`src/rtl/fwd_sel_stage_if.sv`:
```
// ---------------------------------------------------------------------------
// fwd_sel_stage_if
// Bus bundle for the forwarding-select skid stage.
//   in_data   : NUM_IN packed candidates, candidate k at [k*WIDTH +: WIDTH]
//   in_sel    : index of the candidate to capture
//   in_valid  : upstream offers a beat
//   in_ready  : stage can take a beat (registered)
//   out_data  : head entry data, zero when empty
//   out_valid : head entry present
//   out_ready : downstream takes the head entry
//   flush     : discard all stored entries and clear bad_sel
//   bad_sel   : sticky, set by an accepted out-of-range select
// master = producer/consumer side, slave = the stage itself.
// ---------------------------------------------------------------------------
interface fwd_sel_stage_if #(
    parameter int WIDTH  = 32,
    parameter int NUM_IN = 4,
    parameter int SEL_W  = 2
);
    logic [NUM_IN*WIDTH-1:0] in_data;
    logic [SEL_W-1:0]        in_sel;
    logic                    in_valid;
    logic                    in_ready;
    logic [WIDTH-1:0]        out_data;
    logic                    out_valid;
    logic                    out_ready;
    logic                    flush;
    logic                    bad_sel;

    modport master (
        output in_data, in_sel, in_valid, out_ready, flush,
        input  in_ready, out_data, out_valid, bad_sel
    );

    modport slave (
        input  in_data, in_sel, in_valid, out_ready, flush,
        output in_ready, out_data, out_valid, bad_sel
    );
endinterface

```
`src/rtl/fwd_sel_stage.sv`:
```
// ---------------------------------------------------------------------------
// fwd_sel_stage
// Selects one of NUM_IN candidate words and queues it in a 2-entry in-order
// skid buffer. in_ready comes from a register, so there is no combinational
// path from out_ready to in_ready.
//   clk    : single clock, rising edge
//   resetn : asynchronous active-low reset (control state only)
//   bus    : fwd_sel_stage_if.slave (data, select, handshakes, flush, bad_sel)
// ---------------------------------------------------------------------------
module fwd_sel_stage #(
    parameter int WIDTH  = 32,
    parameter int NUM_IN = 4,
    parameter int SEL_W  = 2
) (
    input  logic            clk,
    input  logic            resetn,
    fwd_sel_stage_if.slave  bus
);
    // NUM_IN fits in SEL_W+1 bits because 2^SEL_W >= NUM_IN.
    localparam logic [SEL_W:0] NUM_IN_L = (SEL_W+1)'(NUM_IN);

    logic signed [WIDTH-1:0] sel_data;
    logic                    sel_oob;

    logic [1:0]              count_q, count_d;
    logic                    in_ready_q, in_ready_d;
    logic                    bad_sel_q, bad_sel_d;
    logic signed [WIDTH-1:0] head_q, head_d;
    logic signed [WIDTH-1:0] tail_q, tail_d;

    logic                    push, pop;

    // Candidate select; out-of-range indices match no candidate and yield zero.
    always_comb begin
        sel_data = '0;
        sel_oob  = ({1'b0, bus.in_sel} >= NUM_IN_L);
        for (int k = 0; k < NUM_IN; k++) begin
            if (bus.in_sel == SEL_W'(k)) begin
                sel_data = bus.in_data[k*WIDTH +: WIDTH];
            end
        end
    end

    assign push = bus.in_valid & in_ready_q;
    assign pop  = (count_q != 2'd0) & bus.out_ready;

    always_comb begin
        count_d = count_q;
        head_d  = head_q;
        tail_d  = tail_q;
        if (bus.flush) begin
            // Flush wins over any concurrent push or pop.
            count_d = 2'd0;
        end else begin
            unique case ({push, pop})
                2'b10: begin
                    if (count_q == 2'd0) begin
                        head_d  = sel_data;
                        count_d = 2'd1;
                    end else begin
                        tail_d  = sel_data;
                        count_d = 2'd2;
                    end
                end
                2'b01: begin
                    head_d  = tail_q;
                    count_d = count_q - 2'd1;
                end
                // Push and pop together only happen at count 1: new beat replaces head.
                2'b11: head_d = sel_data;
                default: ;
            endcase
        end
        in_ready_d = (count_d != 2'd2);
        bad_sel_d  = bus.flush ? 1'b0 : (bad_sel_q | (push & sel_oob));
    end

    // Control registers: reset forces the stage empty and not ready.
    always_ff @(posedge clk or negedge resetn) begin
        if (!resetn) begin
            count_q    <= 2'd0;
            in_ready_q <= 1'b0;
            bad_sel_q  <= 1'b0;
        end else begin
            count_q    <= count_d;
            in_ready_q <= in_ready_d;
            bad_sel_q  <= bad_sel_d;
        end
    end

    // Data registers: contents are only observed through the count gate.
    always_ff @(posedge clk) begin
        head_q <= head_d;
        tail_q <= tail_d;
    end

    assign bus.in_ready  = in_ready_q;
    assign bus.out_valid = (count_q != 2'd0);
    assign bus.out_data  = (count_q != 2'd0) ? head_q : '0;
    assign bus.bad_sel   = bad_sel_q;
endmodule

```
`src/flat_wrapper.sv`:
```
// flat-port wrapper written by rule: the top's interface ports become plain ports
module fwd_sel_stage_flat 
#(
    parameter int WIDTH  = 32,
    parameter int NUM_IN = 4,
    parameter int SEL_W  = 2
)
  (clk, resetn, bus_in_data, bus_in_sel, bus_in_valid, bus_out_ready, bus_flush, bus_in_ready, bus_out_data, bus_out_valid, bus_bad_sel);
  fwd_sel_stage_if #(.WIDTH(WIDTH), .NUM_IN(NUM_IN), .SEL_W(SEL_W)) bus_i ();
  input  logic clk;
  input  logic resetn;
  input wire logic [$bits(bus_i.in_data)-1:0] bus_in_data;
  input wire logic [$bits(bus_i.in_sel)-1:0] bus_in_sel;
  input wire logic [$bits(bus_i.in_valid)-1:0] bus_in_valid;
  input wire logic [$bits(bus_i.out_ready)-1:0] bus_out_ready;
  input wire logic [$bits(bus_i.flush)-1:0] bus_flush;
  output wire logic [$bits(bus_i.in_ready)-1:0] bus_in_ready;
  output wire logic [$bits(bus_i.out_data)-1:0] bus_out_data;
  output wire logic [$bits(bus_i.out_valid)-1:0] bus_out_valid;
  output wire logic [$bits(bus_i.bad_sel)-1:0] bus_bad_sel;
  assign bus_i.in_data = bus_in_data;
  assign bus_i.in_sel = bus_in_sel;
  assign bus_i.in_valid = bus_in_valid;
  assign bus_i.out_ready = bus_out_ready;
  assign bus_i.flush = bus_flush;
  assign bus_in_ready = bus_i.in_ready;
  assign bus_out_data = bus_i.out_data;
  assign bus_out_valid = bus_i.out_valid;
  assign bus_bad_sel = bus_i.bad_sel;
  fwd_sel_stage #(.WIDTH(WIDTH), .NUM_IN(NUM_IN), .SEL_W(SEL_W)) u_core (.clk(clk), .resetn(resetn), .bus(bus_i));
endmodule
```
`config.mk`:
```
export PLATFORM = sky130hd
export DESIGN_NAME = fwd_sel_stage_flat
export DESIGN_NICKNAME = d
export VERILOG_FILES = /design/src/rtl/fwd_sel_stage_if.sv /design/src/rtl/fwd_sel_stage.sv /design/src/flat_wrapper.sv
export SDC_FILE = /design/constraint.sdc
export NUM_CORES = 1
export LEC_CHECK = 0
export BUFFER_PORTS_ARGS = -buffer_cell sky130_fd_sc_hd__buf_2
export CAP_MARGIN = 20
export CORE_UTILIZATION = 54
export CTS_CLUSTER_DIAMETER = 100
export DETAILED_ROUTE_END_ITERATION = 7
export PLACE_DENSITY = 0.87
export SKIP_LAST_GASP = 1
export SLEW_MARGIN = 20
export SYNTH_ARGS = -nofsm -noshare
export SYNTH_HDL_FRONTEND = slang
export SYNTH_SLANG_ARGS = --single-unit
```
`constraint.sdc`:
```
create_clock -name clk -period 6.8 [get_ports clk]
set_clock_uncertainty 0.15 [all_clocks]
set_input_delay 1.36 -clock clk [delete_from_list [all_inputs] [get_ports clk]]
set_output_delay 1.36 -clock clk [all_outputs]
set_load 0.05 [all_outputs]
```
== Word level (Yosys, flattened, before mapping) ==
Cells that the tools add are included.
Word-level totals
  word-level logic and storage cells: 33
  bits of input ports: 135
  flip-flop bits (word level): 67
Cells by class
  reductions and logical operators: 6
  add/sub/neg operators: 1
  mux-type cells: 10
  eq/ne operators: 8
  bitwise logic cells: 4
Operators with widths (count)
  $mux W32: 6
  $pmux W32 S3: 1
  $eq A2 B2 Y1 const B: 4
  $reduce_and A3 Y1: 2
  $eq A2 B1 Y1 const B: 2
  $logic_not A2 Y1: 2
  $mux W2: 2
  $pmux W2 S2: 1
  $reduce_bool A3 Y1: 1
  $and A1 B1 Y1: 2
  $ne A2 B1 Y1 const B: 1
  $ne A2 B2 Y1 const B: 1
  $not A1 Y1: 2
  $reduce_bool A2 Y1: 1
  $sub A2 B1 Y2 const B: 1

== Logic depth before layout (Yosys ltp) ==
  depth after elaboration: 7
  depth in mapped cells: 12

== Worst setup path before layout ==
No wires, ideal clock.
  path kind: input -> register
  start point: in bus_in_valid
  end point: reg u_core.head_q[0], enable pin
  cell stages on the path: 4
  path slack: 3.031 ns
  required time: 6.218 ns
  setup time: 0.432 ns
  arrival: 3.187 ns
  buffers on the path: 0
  path through: nand2_1 -> inv_1 -> nand2_1 -> a21oi_1
On the way
  word-level cells in the longest chain between the ends: 4
RTL lines
  start: declaration: line flat_wrapper.sv:14  | input wire logic [$bits(bus_i.in_valid)-1:0] bus_in_valid;
  $and A1 B1 Y1 (*): line fwd_sel_stage.sv:44  | assign push = bus.in_valid & in_ready_q;
  $eq A2 B2 Y1 / $eq A2 B1 Y1 (equally long branches): line fwd_sel_stage.sv:55  | unique case ({push, pop})
  $ne A2 B1 Y1 (no line) / $reduce_bool A3 Y1 (equally long branches)
  $reduce_and A3 Y1 (no line) (*)
  end signal: assignment: line fwd_sel_stage.sv:93  | head_q <= head_d;
  end: declaration: line fwd_sel_stage.sv:28  | logic signed [WIDTH-1:0] head_q, head_d;
Every way passes the cells marked *; elsewhere a longest branch is shown, timed or not.
A chain may end at the register's enable or synchronous reset.

== Final worst setup path ==
  start point: reg u_core.count_q[0]
  end point: out bus_out_data[6]
On the way
  word-level cells in the longest chain between the ends: 2
RTL lines
  start: declaration: line fwd_sel_stage.sv:25  | logic [1:0] count_q, count_d;
  start signal: assignment: line fwd_sel_stage.sv:85  | count_q <= count_d;
  $reduce_bool A2 Y1: line fwd_sel_stage.sv:99  | assign bus.out_data = (count_q != 2'd0) ? head_q : '0;
  $mux W32: line fwd_sel_stage.sv:99
  end: declaration: line flat_wrapper.sv:18  | output wire logic [$bits(bus_i.out_data)-1:0] bus_out_data;
No other way between the ends.

==> impl_metrics.toml <==
[cells_and_area]
regArea_um2 = 1997
diodes = 0
final_nets = 637
fin_area_um2 = 5429
multiInputGateArea_um2 = 2027
fill_cells = 569
utilization = 0.6989
drive_gt1_frac = 0.5675
areaGrowthSynthToFinish_pct = 24.26

[pwr]
p_per_area_nw_per_um2 = 308.7
netSwitchingFraction = 0.3929
pwr-share-comb = 0.432
power.total_uw = 1676
switching_power_uw = 658.3
internal-power_uw = 1017
clkPwrFrac = 0.238
p_seq_frac = 0.330
irDropWorstVdd_mv = 0.1724
cellLeakagePower_uw = 0.002532

[logic_synthesis]
synth_fp_nets = 480
yosysUniqueCellTypes = 24
ys_warn_count = 0
yosysSeqAreaShare = 0.4570
synthFlopType = "edfxtp_1"
synthCells = 342
ys_ff_latch = 67
ys_top_cells_by_area = "edfxtp_1 (44%), mux2_4 (22%), mux2_2 (8.2%)"
synth_async_sr_flop_share = 0.04478
synth-edff-count = 64
synth_area_um2 = 4369
synth_top_area_cell = "edfxtp_1"
synth_top_area_share = 0.4399
synth_common_cells = "edfxtp_1 (64), mux2_4 (64), inv_1 (38)"
syn_area_per_cell_um2 = 12.78

[global_route]
overflow = 0
antenna_found_initial = 0
globalRouteTotalUtil = 0.2309
grt_pass1_vias = 3309
grt_max_degree = 65
grt_pass1_wl_mm = 15.20

[critical_path]
reg2regPathDepth = 11
critPathCaptureType = "primary output"
crit_buf_inv = 3
crit_arrival_ns = 1.97
path_cells = "inv_1 > ha_1 > buf_4 > nor2b_1 > buf_2"
cpPeakStageDelay_ns = 0.50
critPathLaunchType = "register"
critPathTopFamily = "buffers and inverters"
slowest_stage = "ha_1"
required_ns = 5.29
path_depth = 5
critPathMaxFanout = 21
worstSetupPathType = "register to primary output"

[sta]
drv_slew = 0
post-route-min-period_ns = 3.478
finalSetupTns_ns = 0
period_share = 0.5114
slew_headroom = 0.2645
holdWs_ns = 0.4438
setup_viol_count_final = 0
fmax_ghz = 0.2876
hold_viol = 0
rsz0062_at_grt = "no"
worst_pin_slew_ns = 1.103

[cts]
hold_buffers = 0
cts_inserted_buffers = 9
cts-root-buf = "clkbuf_8"
cts.sinks = 67
htreeDepth = 3
post-cts-setup-buffers = 0
clock_path_buffers = 2
cts_tree = "done"
clkLatencyLatePin_ns = 0.32
clkTransAtPathRegs_ns = 0.07
cts_resized = 0

[drt]
via_per_inst = 5.292
vias = 3207
post-route-drc-count = 0
drtAntennaViolNets = 0
wl_per_cell_um = 15.94
drt_iter0_drc = 152
drt_wl_total_mm = 9.661
firstDrtPassIters = 6

[floorplanning]
core_um2 = 7767
die_w_um = 91.95
initial_core_util = 0.5625
die_area_um2 = 8455
fp-row-count = 32
io_pins = 170
die_h_um = 91.95

[place]
dp_hpwl_mm = 6.815
gp_congestion = 0.7862
io_buffer_count = 168
place_area_um2 = 5160

[min_path]
hold_depth = 2
hp-class = "register to register"

[run]
cap_viol_max_count = 0

[status]
status = "finished clean"
-- final timing paths --
| kind | start | to | slack [ns] |
|---|---|---|---|
| max | u_core.count_q[0] | bus_out_data[6] | 3.32 |
| min | u_core.tail_q[5] | u_core.head_q[5] | 0.44 |
| max reg2reg | u_core.count_q[0] | u_core.head_q[11] | 3.61 |
| min reg2reg | u_core.tail_q[5] | u_core.head_q[5] | 0.44 |
| max in group asynchronous | resetn | u_core.count_q[1] | 5.71 |
| min in group asynchronous | resetn | u_core.bus.in_ready | 0.67 |
-- cell type report --
class / count / area share
well taps: 102 / 0.02351
repair buffers: 172 / 0.1646
inverters: 38 / 0.02627
flip-flops and latches: 67 / 0.3678
clock inverters: 5 / 0.01844
clock buffers: 11 / 0.02604
multi-input cells: 211 / 0.3734
-- power by group through the flow --
stage / Combinational [uW] / Sequential, uW / Clock (uW)
after floorplan: 534 / 567 / 0
after global placement: 695 / 562 / 0
after detailed placement: 715 / 564 / 0
after CTS: 718 / 555 / 404
after global routing: 769 / 559 / 418
final: 724 / 553 / 398
-- flip-flops by register name, summed over array words and instances (netlist names) --
name and cells:
u_core.head_q 32, u_core.tail_q 32, u_core.count_q 2, u_core.bus.in_ready 1
-- tightest hold or removal path: cells and delay by family (launching register included) --
family / cells / cell delay [ns]
flip-flops: 1 / 0.32
AO/OA/AOI/OAI: 1 / 0.12
buffers and inverters: 1 / 0.04
-- per-stage QoR --
| stage | worst slack, ns | instances |
|---|---|---|
| 6_report | 3.322 | 606 |
| 5_1_grt | 3.157 | 606 |
| 4_1_cts | 3.261 | 605 |
| 3_5_place_dp | 3.010 | 589 |
| 3_3_place_gp | 3.115 | 589 |
| 2_1_floorplan | 3.031 | 342 |
-- metal layers --
layer  GRT usage  share of wire  vias up
li1            -              -     1553
met1      0.2625           0.39     1516
met2      0.4204           0.53      124
met3     0.04561          0.058       14
met4     0.09635          0.018        0
met5           0              0        -
-- placed cells by master (no fill, tap or decap), types with 4 or more instances in the layout --
| cell | Yosys | layout |
|---|---|---|
| buf_2 | 11 | 167 |
| mux2_4 | 64 | 64 |
| edfxtp_1 | 64 | 64 |
| inv_1 | 38 | 38 |
| nor2b_1 | 33 | 33 |
| mux2_2 | 32 | 32 |
| o22ai_1 | 32 | 32 |
| a21oi_1 | 33 | 32 |
| clkbuf_8 | 0 | 10 |
| buf_4 | 1 | 4 |
-- kinds of logic after synthesis --
family,count (synthesis),synth area share
AO/OA/AOI/OAI,68,0.08935
adder cells (fa/ha/maj),3,0.008592
buffers and inverters,64,0.08333
flip-flops,67,0.4570
multiplexers,96,0.3024
other,1,0.0008583
AND/OR/NAND/NOR,43,0.05842
Note: power is estimated with default switching activity, not from simulation.
